--- src/rtl/multi_digit_tube.sv ---
// N-digit multiplexed seven-segment driver with a serial double-dabble
// binary-to-BCD converter, leading-zero blanking and overflow dashes.
module multi_digit_tube #(
  parameter int DIGITS      = 4,
  parameter int DATA_W      = 14,
  parameter int SCAN_DIV    = 50000,
  parameter bit SEG_ACT_LOW = 1'b1,
  parameter bit DIG_ACT_LOW = 1'b1
) (
  input  logic              CLK,
  input  logic              RST_N,
  input  logic [DATA_W-1:0] Number_Data,
  input  logic              Load,
  input  logic              Blank_Lead,
  input  logic [DIGITS-1:0] Dp_Mask,
  output logic              Busy,
  output logic              Overflow,
  output logic [7:0]        Row_Scan_Sig,
  output logic [DIGITS-1:0] Column_Scan_Sig
);

  function automatic logic [63:0] pow10(input int n);
    logic [63:0] p;
    p = 64'd1;
    for (int i = 0; i < n; i++) p = p * 64'd10;
    return p;
  endfunction

  function automatic logic [7:0] seg_code(input logic [3:0] d);
    logic [7:0] c;
    case (d)
      4'd0:    c = 8'hC0;
      4'd1:    c = 8'hF9;
      4'd2:    c = 8'hA4;
      4'd3:    c = 8'hB0;
      4'd4:    c = 8'h99;
      4'd5:    c = 8'h92;
      4'd6:    c = 8'h82;
      4'd7:    c = 8'hF8;
      4'd8:    c = 8'h80;
      4'd9:    c = 8'h90;
      default: c = 8'hFF;
    endcase
    return c;
  endfunction

  localparam int BW = 4 * DIGITS;
  localparam int CW = (SCAN_DIV > 1) ? $clog2(SCAN_DIV) : 1;
  localparam int IW = (DIGITS > 1) ? $clog2(DIGITS) : 1;
  localparam int NW = $clog2(DATA_W + 1);
  localparam logic [63:0] LIMIT = pow10(DIGITS);
  localparam logic [7:0] SEG_OFF = SEG_ACT_LOW ? 8'hFF : 8'h00;
  localparam logic [DIGITS-1:0] DIG_OFF = {DIGITS{DIG_ACT_LOW}};
  localparam logic [DIGITS-1:0] BLANK_RST = {{(DIGITS-1){1'b1}}, 1'b0};

  logic              busy_q, ovf_q, lead_q;
  logic [NW-1:0]     step_q;
  logic [DATA_W-1:0] bin_q, bin_d;
  logic [BW-1:0]     acc_q, acc_d;
  logic [BW-1:0]     disp_q;
  logic [DIGITS-1:0] blank_q, blank_d;
  logic              dash_q;
  logic [CW-1:0]     scan_q;
  logic [IW-1:0]     idx_q;
  logic [7:0]        row_q, row_d;
  logic [DIGITS-1:0] col_q, col_d;
  logic              load_ok, last_step, seen;
  logic [3:0]        nib;
  logic [7:0]        code;
  logic [DIGITS-1:0] hot;

  assign load_ok   = Load & ~busy_q;
  assign last_step = (step_q == NW'(DATA_W - 1));

  // One shift-add-3 step; blanking is derived from the post-step value
  always_comb begin
    acc_d = acc_q;
    for (int i = 0; i < DIGITS; i++)
      if (acc_q[4*i +: 4] >= 4'd5)
        acc_d[4*i +: 4] = acc_q[4*i +: 4] + 4'd3;
    acc_d = {acc_d[BW-2:0], bin_q[DATA_W-1]};
    bin_d = bin_q << 1;
    blank_d = '0;
    seen = 1'b0;
    for (int i = DIGITS - 1; i > 0; i--) begin
      if (acc_d[4*i +: 4] != 4'd0) seen = 1'b1;
      blank_d[i] = lead_q & ~seen;
    end
  end

  always_ff @(posedge CLK or negedge RST_N) begin
    if (!RST_N) begin
      busy_q  <= 1'b0;
      ovf_q   <= 1'b0;
      lead_q  <= 1'b0;
      step_q  <= '0;
      bin_q   <= '0;
      acc_q   <= '0;
      disp_q  <= '0;
      blank_q <= BLANK_RST;
      dash_q  <= 1'b0;
    end else if (load_ok) begin
      bin_q  <= Number_Data;
      acc_q  <= '0;
      lead_q <= Blank_Lead;
      ovf_q  <= (64'(Number_Data) >= LIMIT);
      busy_q <= 1'b1;
      step_q <= '0;
    end else if (busy_q) begin
      if (ovf_q) begin
        busy_q  <= 1'b0;
        dash_q  <= 1'b1;
        blank_q <= '0;
      end else begin
        acc_q  <= acc_d;
        bin_q  <= bin_d;
        step_q <= step_q + 1'b1;
        if (last_step) begin
          busy_q  <= 1'b0;
          disp_q  <= acc_d;
          blank_q <= blank_d;
          dash_q  <= 1'b0;
        end
      end
    end
  end

  always_comb begin
    nib = disp_q[4*idx_q +: 4];
    code = seg_code(nib);
    if (blank_q[idx_q]) code = 8'hFF;
    if (dash_q) code = 8'hBF;
    if (Dp_Mask[idx_q]) code[7] = 1'b0;
    row_d = SEG_ACT_LOW ? code : ~code;
    hot = '0;
    hot[idx_q] = 1'b1;
    col_d = DIG_ACT_LOW ? ~hot : hot;
  end

  always_ff @(posedge CLK or negedge RST_N) begin
    if (!RST_N) begin
      scan_q <= '0;
      idx_q  <= '0;
      row_q  <= SEG_OFF;
      col_q  <= DIG_OFF;
    end else begin
      if (scan_q == CW'(SCAN_DIV - 1)) begin
        scan_q <= '0;
        idx_q  <= (idx_q == IW'(DIGITS - 1)) ? '0 : idx_q + 1'b1;
      end else begin
        scan_q <= scan_q + 1'b1;
      end
      row_q <= row_d;
      col_q <= col_d;
    end
  end

  assign Busy            = busy_q;
  assign Overflow        = ovf_q;
  assign Row_Scan_Sig    = row_q;
  assign Column_Scan_Sig = col_q;

endmodule
--- config.mk ---
export PLATFORM = sky130hd
export DESIGN_NAME = multi_digit_tube
export DESIGN_NICKNAME = d
export VERILOG_FILES = /design/src/rtl/multi_digit_tube.sv
export SDC_FILE = /design/constraint.sdc
export NUM_CORES = 1
export LEC_CHECK = 0
export ABC_AREA = 1
export ABC_CLOCK_PERIOD_IN_PS = 2550
export BUFFER_PORTS_ARGS = -buffer_cell sky130_fd_sc_hd__buf_2
export CAP_MARGIN = 15
export CELL_PAD_IN_SITES_DETAIL_PLACEMENT = 0
export CELL_PAD_IN_SITES_GLOBAL_PLACEMENT = 1
export CORE_ASPECT_RATIO = 0.5
export CORE_MARGIN = 5
export CORE_UTILIZATION = 49
export DETAILED_ROUTE_END_ITERATION = 16
export GPL_ROUTABILITY_DRIVEN = 0
export GPL_TIMING_DRIVEN = 1
export HOLD_SLACK_MARGIN = 0.1
export PLACE_DENSITY = 0.94
export SLEW_MARGIN = 20
export SYNTH_ARGS = -nofsm -noshare
export SYNTH_HDL_FRONTEND = slang
export SYNTH_SLANG_ARGS = --single-unit
--- constraint.sdc ---
create_clock -name CLK -period 2.55 [get_ports CLK]
set_input_delay 0.3825 -clock CLK [delete_from_list [all_inputs] [get_ports CLK]]
set_output_delay 0.3825 -clock CLK [all_outputs]
set_load 0.05 [all_outputs]
==> run_results.csv <==
group,metric,value,unit
status,status,"finished, final reports clean",
worst_setup_path,critPathRequiredTime,2820,ps
floorplan,row_count,24,
cts,cts_setup_buffers,0,
logic_synthesis,synth-edff-count,0,
worst_setup_path,crit_path_end_kind,"register",
grt,grt_pass1_wl,15300,microns
logic_synthesis,synth_cell_types,37,
worst_setup_path,r2r-end,"Row_Scan_Sig[6]",
timing,hold_viol,0,
pwr,power_density,983,nW/um^2
detailed_routing,antenna_left,0,
timing,setup_viol,0,
job,maxCapViolations,0,
cells_and_area,n_antenna_cell,0,
cts,cts_made_buffers,9,
place,dp.final_hpwl,6280,microns
detailed_routing,viasPerCell,5.01,
timing,fin_worst_skew,7.17,ps
detailed_routing,routedWlPerCell,12.8,microns
detailed_routing,wl,8680,microns
worst_setup_path,r2r_setup_slack,580,ps
timing,worst_pin_slew,658,ps
detailed_routing,first_pass_iters,4,
cts,cts_root_buf,"clkbuf_16",
worst_setup_path,cp-startpoint,"idx_q[0]",
floorplan,die_x,143,microns
timing,maxSlewHeadroom,56.1,%
floorplan,start_util,50.1,%
cts,path_clk_slew,70,ps
cts,cts_tree,"yes",
floorplan,io_pins,36,
grt,grt_pass1_vias,3359,
pwr,p_total,4.90,mW
pwr,ir_drop,0.407,mV
cts,cts_sinks,87,
worst_setup_path,worst-setup-path-type,"reg -> reg",
timing,period_minus_slack,1970,ps
logic_synthesis,avgSynthCellArea,8.37,sq um
worst_hold_path,holdPathEnd,"bin_q[1]",
logic_synthesis,ys_ff_latch,87,
floorplan,dieArea,11000,sq um
cells_and_area,drive_gt1_share,14.4,%
cells_and_area,stdcell_count,680,
place,dpl-instance-area,4650,sq um
worst_hold_path,hold_depth,3,
grt,grt_usage,17.3,%
cts,cts_resized,0,
floorplan,die_h,76.6,microns
grt,grt-ovfl-total,0,
logic_synthesis,seq_area_frac_synth,50.5,%
cells_and_area,layout.nets,600,
worst_setup_path,crit_fanout,17,
cts,ctsHoldBuffers,1,
grt,antenna_found_initial,0,
cts,clk_path_buf_depth,2,
cts,htreeDepth,3,
worst_setup_path,timing.rr.start,"idx_q[0]",
logic_synthesis,syn_nets,561,
timing,fmax,507,MHz
worst_setup_path,r2r_cells,10,
cells_and_area,fin_area,4980,sq um
logic_synthesis,async_reset_ff_share,100,%
logic_synthesis,synth_area,4350,sq um
cells_and_area,area_growth_syn_to_layout,14.7,%
grt,grt_max_degree,47,
floorplan,core_region_area,8680,sq um
logic_synthesis,netlist_instances,519,
logic_synthesis,synthFlopType,"dfrtp_1",
detailed_routing,vias,3408,
place,placed_cells,663,
worst_setup_path,arrival,2240,ps
detailed_routing,drtIter0Drc,229,
cts,worstSkewPairLatency,350,ps
place,port_buffers,35,
detailed_routing,route.detailed.drc,0,
timing,rsz0062_at_grt,"false",
worst_setup_path,critPathLaunchType,"register",
timing,setup_tns,0,ps
timing,min_period_over_period,77.3,%
pwr,leakage,2.45,nW
logic_synthesis,ys_warn_count,0,
worst_hold_path,worstHoldStart,"Number_Data[1]",
timing,maxSlewViolCount,0,
worst_hold_path,hold_path_class,"in -> reg",
critical path: stages, from the launching register on:
cell,delay (ps)
dfrtp_1,670
inv_2,230
nand2_1,110
nand3_1,60
nand2_1,190
inv_1,90
ha_1,200
o21ai_1,160
nor2_1,70
nor2_1,80
nor2_1,40
through the flow:
| step | utilization, % | hold WS, ps | worst slack [ps] |
|---|---|---|---|
| CTS | 57.4 | 228 | 580 |
| finish | 57.4 | 241 | 579 |
| floorplan | - | 86.9 | 925 |
| global route | 57.4 | 254 | 321 |
| global placement | 53.6 | 441 | 666 |
| detailed placement | 53.6 | 440 | 595 |
cell families (layout without fill, tap and decap cells):
family / count (synthesis) / count (layout) / synth area share (%)
simple gates: 240 / 240 / 23.4
flops: 87 / 87 / 50.5
buf+inv: 84 / 128 / 7.54
compound gates: 80 / 80 / 11.2
fa+ha+maj: 20 / 20 / 5.76
xor+xnor: 8 / 8 / 1.61
cells in the final DEF, fill, tap and decap left out, drive strengths merged, types with 9 or more instances in the layout:
cell type	n
ha	20
dfstp	15
nand4	10
nor2	40
buf	38
clkbuf	9
a21oi	12
o221ai	10
nand3	28
inv	73
dfrtp	72
o22ai	14
nand2	150
o21ai	36
registers in the layout, summed over array words and instances (netlist names):
| name | flops |
|---|---|
| lead_q | 1 |
| Row_Scan_Sig | 8 |
| Column_Scan_Sig | 4 |
| Busy | 1 |
| blank_q | 3 |
| acc_q | 16 |
| Overflow | 1 |
| dash_q | 1 |
| idx_q | 2 |
| step_q | 4 |
| disp_q | 16 |
| scan_q | 16 |
| bin_q | 14 |
layer usage:
| layer | global-route usage, % | vias to the layer above | part of all wire, % |
|---|---|---|---|
| li1 | - | 1766 | - |
| met1 | 24.0 | 1579 | 50 |
| met2 | 26.6 | 51 | 44 |
| met3 | 5.02 | 12 | 4.5 |
| met4 | 4.36 | 0 | 1.1 |
| met5 | 0 | - | 0 |
synthesized netlist by cell type (3+ instances only):
cell        n  area (sq um)
xor2_1      8          70.1
inv_1      69           259
nand3_1    27           135
dfstp_2    15           394
o22ai_1    14          87.6
o21ai_1     4          20.0
o21ai_0    32           160
ha_1       20           250
nor3_1      7          35.0
nor2_1     38           143
nand2_1   147           552
o221ai_1   10          87.6
nand4_1    10          62.6
inv_2       3          11.3
clkbuf_1    6          22.5
dfrtp_1    72          1800
a21oi_1    12          60.1
report_power, final:
part	switching (mW)	internal, mW	total [mW]
clock	0.555	0.859	1.41
sequential	0.175	1.70	1.88
combinational	1.08	0.520	1.60
layout make-up:
type / instances / area, sq um
timing repair buffer: 39 / 223
multi-input combinational: 348 / 1820
sequential: 87 / 2200
tap: 117 / 146
clock inverter: 7 / 96.3
clock buffer: 9 / 225
inverter: 73 / 274
fill: 800 / 3700
worst max-delay path by stage:
stage	end	slack [ps]	cells past startpoint
5_1_grt	Row_Scan_Sig[6]	320	10
3_5_place_dp	Row_Scan_Sig[6]	590	10
2_1_floorplan	bin_q[10]	930	5
6_report	Row_Scan_Sig[6]	580	10
4_1_cts	Row_Scan_Sig[6]	580	10
3_3_place_gp	Row_Scan_Sig[6]	670	10
No activity file was read; power rests on OpenSTA's default activity.
